`src/rtl/fp_round_unit_pkg.sv`:
```
// Shared types and constants for the FP rounding stage.
//   float_t      : IEEE-754 single {sign, exponent, mantissa}
//   round_mode_t : RISC-V rounding modes (DYN resolved before this unit)
//   fflags_t     : per-op exception flags {nv, dz, of, uf, nx}
package fp_round_unit_pkg;

    localparam int unsigned FLEN        = 32;
    localparam int unsigned EXP_W       = 8;
    localparam int unsigned MANT_W      = 23;
    localparam int unsigned GRS_W       = 3;
    localparam int unsigned RM_W        = 3;
    localparam int unsigned FFLAGS_W    = 5;

    typedef struct packed {
        logic              sign;
        logic [EXP_W-1:0]  exponent;
        logic [MANT_W-1:0] mantissa;
    } float_t;

    localparam float_t CANO_NAN     = 32'h7FC0_0000;
    localparam float_t P_INFTY      = 32'h7F80_0000;
    localparam float_t N_INFTY      = 32'hFF80_0000;
    localparam float_t MAX_FINITE_P = 32'h7F7F_FFFF;
    localparam float_t MAX_FINITE_N = 32'hFF7F_FFFF;

    typedef enum logic [RM_W-1:0] {
        RNE = 3'b000,
        RTZ = 3'b001,
        RDN = 3'b010,
        RUP = 3'b011,
        RMM = 3'b100,
        DYN = 3'b111
    } round_mode_t;

    typedef struct packed {
        logic nv;
        logic dz;
        logic of;
        logic uf;
        logic nx;
    } fflags_t;

    // Stage-1 register payload
    typedef struct packed {
        float_t           operand;
        logic             inc;
        logic             nx;
        logic [RM_W-1:0]  mode;
        logic             invalid;
        logic             divbyzero;
        logic             overflow;
        logic             underflow;
    } s1_payload_t;

    // Encodings above RMM are reserved (DYN must never reach this unit)
    function automatic logic is_reserved_mode(input logic [RM_W-1:0] m);
        return m > 3'b100;
    endfunction

endpackage

```
`src/rtl/fp_round_unit_decide.sv`:
```
// Combinational round-up decision.
//   sign_i : operand sign     lsb_i  : mantissa LSB
//   grs_i  : guard/round/sticky      mode_i : rounding mode
//   inc_c  : add one ULP to the magnitude
module fp_round_decide
    import fp_round_unit_pkg::*;
(
    input  logic            sign_i,
    input  logic            lsb_i,
    input  logic [GRS_W-1:0] grs_i,
    input  logic [RM_W-1:0] mode_i,
    output logic            inc_c
);

    logic nx_c;

    always_comb begin
        inc_c = 1'b0;
        nx_c  = |grs_i;
        case (mode_i)
            RNE:     inc_c = grs_i[2] & (grs_i[1] | grs_i[0] | lsb_i);
            RTZ:     inc_c = 1'b0;
            RDN:     inc_c = sign_i & nx_c;
            RUP:     inc_c = !sign_i & nx_c;
            RMM:     inc_c = grs_i[2];
            default: inc_c = 1'b0;
        endcase
    end

endmodule

```
`src/rtl/fp_round_unit.sv`:
```
// Final FP pipeline stage: rounding, overflow resolution, fflags generation
// and the accrued fflags register. Two register stages, valid/ready.
//   clk_i, rst_i (sync, active-high)
//   valid_i/ready_o, operand_i, grs_i, round_mode_i, *_i hints : input beat
//   valid_o/ready_i, result_o, fflags_o                        : output beat
//   clear_fflags_i, accrued_fflags_o                           : fcsr flags
module fp_round_unit
    import fp_round_unit_pkg::*;
#(
    parameter int unsigned PIPE_STAGES = 2,
    parameter int unsigned FLEN_P      = FLEN
) (
    input  logic                clk_i,
    input  logic                rst_i,
    input  logic                valid_i,
    output logic                ready_o,
    input  logic [FLEN_P-1:0]   operand_i,
    input  logic [GRS_W-1:0]    grs_i,
    input  logic [RM_W-1:0]     round_mode_i,
    input  logic                invalid_i,
    input  logic                divbyzero_i,
    input  logic                overflow_i,
    input  logic                underflow_i,
    output logic                valid_o,
    input  logic                ready_i,
    output logic [FLEN_P-1:0]   result_o,
    output logic [FFLAGS_W-1:0] fflags_o,
    input  logic                clear_fflags_i,
    output logic [FFLAGS_W-1:0] accrued_fflags_o
);

    if (PIPE_STAGES != 2 || FLEN_P != FLEN) begin : g_cfg_check
        $error("fp_round_unit: only PIPE_STAGES=2 and FLEN=32 are supported");
    end

    float_t      op_in;
    logic        inc_c;
    logic        adv1_c, adv2_c, out_xfer_c;
    logic        s1_valid_d, s1_valid_q;
    s1_payload_t s1_d, s1_q;
    logic        s2_valid_d, s2_valid_q;
    float_t      result_d, result_q;
    fflags_t     fflags_d, fflags_q;
    fflags_t     acc_d, acc_q;
    logic [EXP_W+MANT_W-1:0] sum_c;
    logic        exp_max_c, ovf_c, to_inf_c;
    float_t      res_c;
    fflags_t     flags_c;

    assign op_in = float_t'(operand_i);

    fp_round_decide u_decide (
        .sign_i (op_in.sign),
        .lsb_i  (op_in.mantissa[0]),
        .grs_i  (grs_i),
        .mode_i (round_mode_i),
        .inc_c  (inc_c)
    );

    // Stage 2 datapath: apply increment and resolve special cases
    always_comb begin
        sum_c     = {s1_q.operand.exponent, s1_q.operand.mantissa}
                    + (EXP_W+MANT_W)'(s1_q.inc);
        exp_max_c = (s1_q.operand.exponent == 8'hFF);
        ovf_c     = s1_q.overflow | (sum_c[EXP_W+MANT_W-1:MANT_W] == 8'hFF);
        to_inf_c  = (s1_q.mode == RNE) || (s1_q.mode == RMM)
                    || ((s1_q.mode == RUP) && !s1_q.operand.sign)
                    || ((s1_q.mode == RDN) && s1_q.operand.sign);
        res_c      = {s1_q.operand.sign, sum_c};
        flags_c.nv = s1_q.invalid;
        flags_c.dz = s1_q.divbyzero;
        flags_c.of = 1'b0;
        flags_c.uf = s1_q.underflow & s1_q.nx;
        flags_c.nx = s1_q.nx;
        if (is_reserved_mode(s1_q.mode)) begin
            res_c      = CANO_NAN;
            flags_c    = '0;
            flags_c.nv = 1'b1;
        end else if (exp_max_c && (s1_q.operand.mantissa != '0)) begin
            res_c      = CANO_NAN;
            flags_c.of = 1'b0;
            flags_c.uf = 1'b0;
            flags_c.nx = 1'b0;
        end else if (exp_max_c) begin
            // Infinity is exact: passes through untouched
            res_c      = s1_q.operand;
            flags_c.uf = 1'b0;
            flags_c.nx = 1'b0;
        end else if (ovf_c) begin
            flags_c.of = 1'b1;
            flags_c.nx = 1'b1;
            if (to_inf_c) begin
                res_c = s1_q.operand.sign ? N_INFTY : P_INFTY;
            end else begin
                res_c = s1_q.operand.sign ? MAX_FINITE_N : MAX_FINITE_P;
            end
        end
    end

    // Handshake, stage advance and accrued flags
    always_comb begin
        adv2_c     = !s2_valid_q | ready_i;
        adv1_c     = !s1_valid_q | adv2_c;
        out_xfer_c = s2_valid_q & ready_i;
        s1_valid_d = s1_valid_q;
        s1_d       = s1_q;
        s2_valid_d = s2_valid_q;
        result_d   = result_q;
        fflags_d   = fflags_q;
        acc_d      = acc_q;
        if (adv1_c) begin
            s1_valid_d = valid_i;
            if (valid_i) begin
                s1_d.operand   = op_in;
                s1_d.inc       = inc_c;
                s1_d.nx        = |grs_i;
                s1_d.mode      = round_mode_i;
                s1_d.invalid   = invalid_i;
                s1_d.divbyzero = divbyzero_i;
                s1_d.overflow  = overflow_i;
                s1_d.underflow = underflow_i;
            end
        end
        if (adv2_c) begin
            s2_valid_d = s1_valid_q;
            if (s1_valid_q) begin
                result_d = res_c;
                fflags_d = flags_c;
            end
        end
        // Clear discards history but keeps flags delivered this same cycle
        if (clear_fflags_i) begin
            acc_d = out_xfer_c ? fflags_q : '0;
        end else if (out_xfer_c) begin
            acc_d = acc_q | fflags_q;
        end
    end

    always_ff @(posedge clk_i) begin
        if (rst_i) begin
            s1_valid_q <= 1'b0;
            s1_q       <= '0;
            s2_valid_q <= 1'b0;
            result_q   <= '0;
            fflags_q   <= '0;
            acc_q      <= '0;
        end else begin
            s1_valid_q <= s1_valid_d;
            s1_q       <= s1_d;
            s2_valid_q <= s2_valid_d;
            result_q   <= result_d;
            fflags_q   <= fflags_d;
            acc_q      <= acc_d;
        end
    end

    assign ready_o          = adv1_c;
    assign valid_o          = s2_valid_q;
    assign result_o         = result_q;
    assign fflags_o         = fflags_q;
    assign accrued_fflags_o = acc_q;

endmodule

```
`config.mk`:
```
export PLATFORM = sky130hd
export DESIGN_NAME = fp_round_unit
export DESIGN_NICKNAME = d
export VERILOG_FILES = /design/src/rtl/fp_round_unit_pkg.sv /design/src/rtl/fp_round_unit_decide.sv /design/src/rtl/fp_round_unit.sv
export SDC_FILE = /design/constraint.sdc
export NUM_CORES = 1
export LEC_CHECK = 0
export CORE_MARGIN = 1.5
export CORE_UTILIZATION = 49
export DETAILED_ROUTE_END_ITERATION = 7
export GPL_TIMING_DRIVEN = 1
export MAX_ROUTING_LAYER = met4
export PLACE_DENSITY = 0.75
export SKIP_LAST_GASP = 1
export SLEW_MARGIN = 10
export SYNTH_ARGS = -nofsm -noshare
export SYNTH_HDL_FRONTEND = slang
export SYNTH_SLANG_ARGS = --single-unit
```
`constraint.sdc`:
```
create_clock -name clk_i -period 7.1 [get_ports clk_i]
set_input_delay 1.065 -clock clk_i [delete_from_list [all_inputs] [get_ports clk_i]]
set_output_delay 1.065 -clock clk_i [all_outputs]
set_load 0.02 [all_outputs]
```
==> run summary <==
DRT Pass-1 Iters - 5
Die ar. - 8830 um^2
std cell rows - 32
Clock Skews - 8.30 ps
worst setup path class - in -> out
final std cells w/o fill - 701
CTS tree - done
Final Core Density - 65.4%
layout cells sized above 1 - 5.34%
R2R Setup Slk - 3970 ps
Worst Setup End Kind - output port
Mean Syn Cell Area - 7.72 um^2
ys async rst share - 0%
Post-synth EDFFs - 0
final instance area - 5130 um^2
status - finished, final reports clean
top_reg_cell synth - dfxtp_1
post-CTS setup buffer count - 0
clk root buf - clkbuf_8
Final Worst Setup Slack - 3480 ps
vias in the first global route - 3740
cell area after synthesis - 4050 um^2
Placer Congestion - 0.940
Core Region - 7850 um^2
DRT iter0 DRCs - 256
sequential-to-total area share from yosys stat - 42.0%
RSZ-0062 raised after global routing - false
ant diodes - 0
antenna viol nets, final - 0
Post-DP Area - 4950 um^2
DR DRC count - 0
port bufs - 90
syn_nets - 574
Synth Area in Simple Gates - 29.1%
# IOs - 91
pin count of the biggest net entering global routing - 68
Critical Path Source Type - input port
final wirelength - 11100 um
post-route minimum period - 3620 ps
worst rel slew slack - 49.0%
Hold Path Cell Cnt - 2
first-pass GRT wire length - 17900 um
Power Total - 0.988 mW
Area contributors post-synth - dfxtp_1, nand2_1, a21oi_1
post-synthesis xor/xnor area fraction - 3.46%
starting density of the core - 51.7%
period utilization - 51.0%
area share of the largest cell type after synthesis - 42.0%
Worst R2R Path Depth - 9
smallest hold slack - 440 ps
mux contribution to synthesized area - 0.278%
WL/cell - 15.8 um
post-synthesis compound-gate area fraction - 19.9%
Cells after DPL - 685
clk buf depth - 2
Max Cap Violations - 0
peak supply drop - 0.117 mV
Crit path required time - 6030 ps
CTS Sinks - 85
post-synth cell types - 55
H-tree Lvls - 3
area grow syn2layout - 26.6%
placed wire-length estimate - 8030 um
Die Y-Extent - 94.0 um
initial antenna violation count - 0
CP Max Fanout - 7
CTS Buf Count - 9
total number of yosys warnings - 0
final setup fails - 0
die width - 94.0 um
power per cell area - 192 nW/um^2
P_leak - 1.88 nW
Mapped Cells - 525
GRT Resource Usage Total - 26.7%
Post-Synth Adder-Cell Area - 0.617%
Fin. Hold Viols - 0
Fin Setup TNS - 0 ps
largest family of logic cells by synthesized area - simple AND/OR/NAND/NOR gates
crit path DAT - 2550 ps
vias per cell - 5.76
fin. max-slew vios - 0
worst slew pin tran - 765 ps
Setup WS pre-CTS - 3490 ps
Worst-Skew Late Latency - 360 ps
Max Freq - 276 MHz
CTS resizes - 0
largest area contributor in the synthesized netlist - dfxtp_1
hold_buf cts - 0
grt total ovfl - 0
detailed-route via count - 4038
clock slew at reported path FFs - 90 ps
Min-Delay Path Class - reg -> reg
Synth Register Bits - 85
final net count - 643
## worst max-delay path, stage by stage
cell	delay (ps)
clkdlybuf4s50_1	530
nor2b_1	270
nand2_1	130
clkdlybuf4s50_1	560
## cell families (layout without fill, tap and decap cells)
family / Yosys count / after routing
flip-flops: 85 / 85
AO/OA/AOI/OAI: 122 / 122
buffers and inverters: 43 / 117
AND/OR/NAND/NOR: 256 / 256
multiplexers: 1 / 1
XOR/XNOR: 16 / 16
adder cells (fa/ha/maj): 2 / 2
## layer usage
| metal | track usage (%) | part of all wire [%] | up-vias | routed length, um |
|---|---|---|---|---|
| met5 | - | 0 | - | 0 |
| met1 | 35.4 | 46 | 1883 | 5110 |
| met2 | 40.8 | 45 | 156 | 5050 |
| li1 | - | - | 1975 | - |
| met4 | 10.1 | 1.8 | 0 | 198 |
| met3 | 4.77 | 6.7 | 24 | 749 |
## flip-flops by register name (all words and copies together) (netlist names)
register          count
s1_q                 41
result_o             32
accrued_fflags_o      5
fflags_o              5
s1_valid_q            1
valid_o               1
## area by class of cell
| class | instances | area (um^2) |
|---|---|---|
| Clock buffer | 10 | 138 |
| Clock inverter | 6 | 46.3 |
| Fill cell | 731 | 2720 |
| Inverter | 7 | 26.3 |
| Multi-Input combinational cell | 397 | 2170 |
| Sequential cell | 85 | 1700 |
| Tap cell | 102 | 128 |
| Timing Repair Buffer | 94 | 926 |
## path summary, 6_finish.rpt
path / start / endpoint
hold reg to reg: result_o[1]$_SDFFE_PP0P_ / result_o[1]$_SDFFE_PP0P_
setup reg to reg: s1_q[8]$_SDFFE_PP0P_ / result_o[17]$_SDFFE_PP0P_
hold / removal: result_o[1]$_SDFFE_PP0P_ / result_o[1]$_SDFFE_PP0P_
setup / recovery: ready_i / ready_o
## where the power goes
group | leakage (nW) | internal, mW | switching, mW
Clock | 0.0889 | 0.138 | 0.183
Combinational | 1.09 | 0.0665 | 0.0707
Sequential | 0.696 | 0.499 | 0.0299
## cells in the final DEF, fill, tap and decap left out, types with 6 or more instances in the layout
master and count:
a32oi_1 9, nor4_1 11, nand3_1 14, nor3_1 12
xor2_1 11, dfxtp_1 85, nor2_1 47, nand2_1 127
inv_1 7, clkdlybuf4s50_1 89, o21ai_0 19, a21oi_1 46
and3_1 8, a211oi_1 10, nand4_1 6, clkbuf_8 10
## Yosys cell counts, types with 4 or more instances
master    instances
dfxtp_1          85
and3_1            8
clkbuf_1         18
inv_1             7
xnor2_1           5
nand2_1         127
a211oi_1         10
nand3_1          14
xor2_1           11
nor4_1           11
a21oi_1          47
buf_4             4
a32oi_1           9
nor3_1           12
nand2b_1          5
or3_1             4
o22ai_1           4
o21ai_0          19
buf_1             4
nor2_1           47
nand4_1           6
o31ai_1           5
and4_1            5
a22oi_1           4
buf_2             8
(Power assumes the default switching activity.)
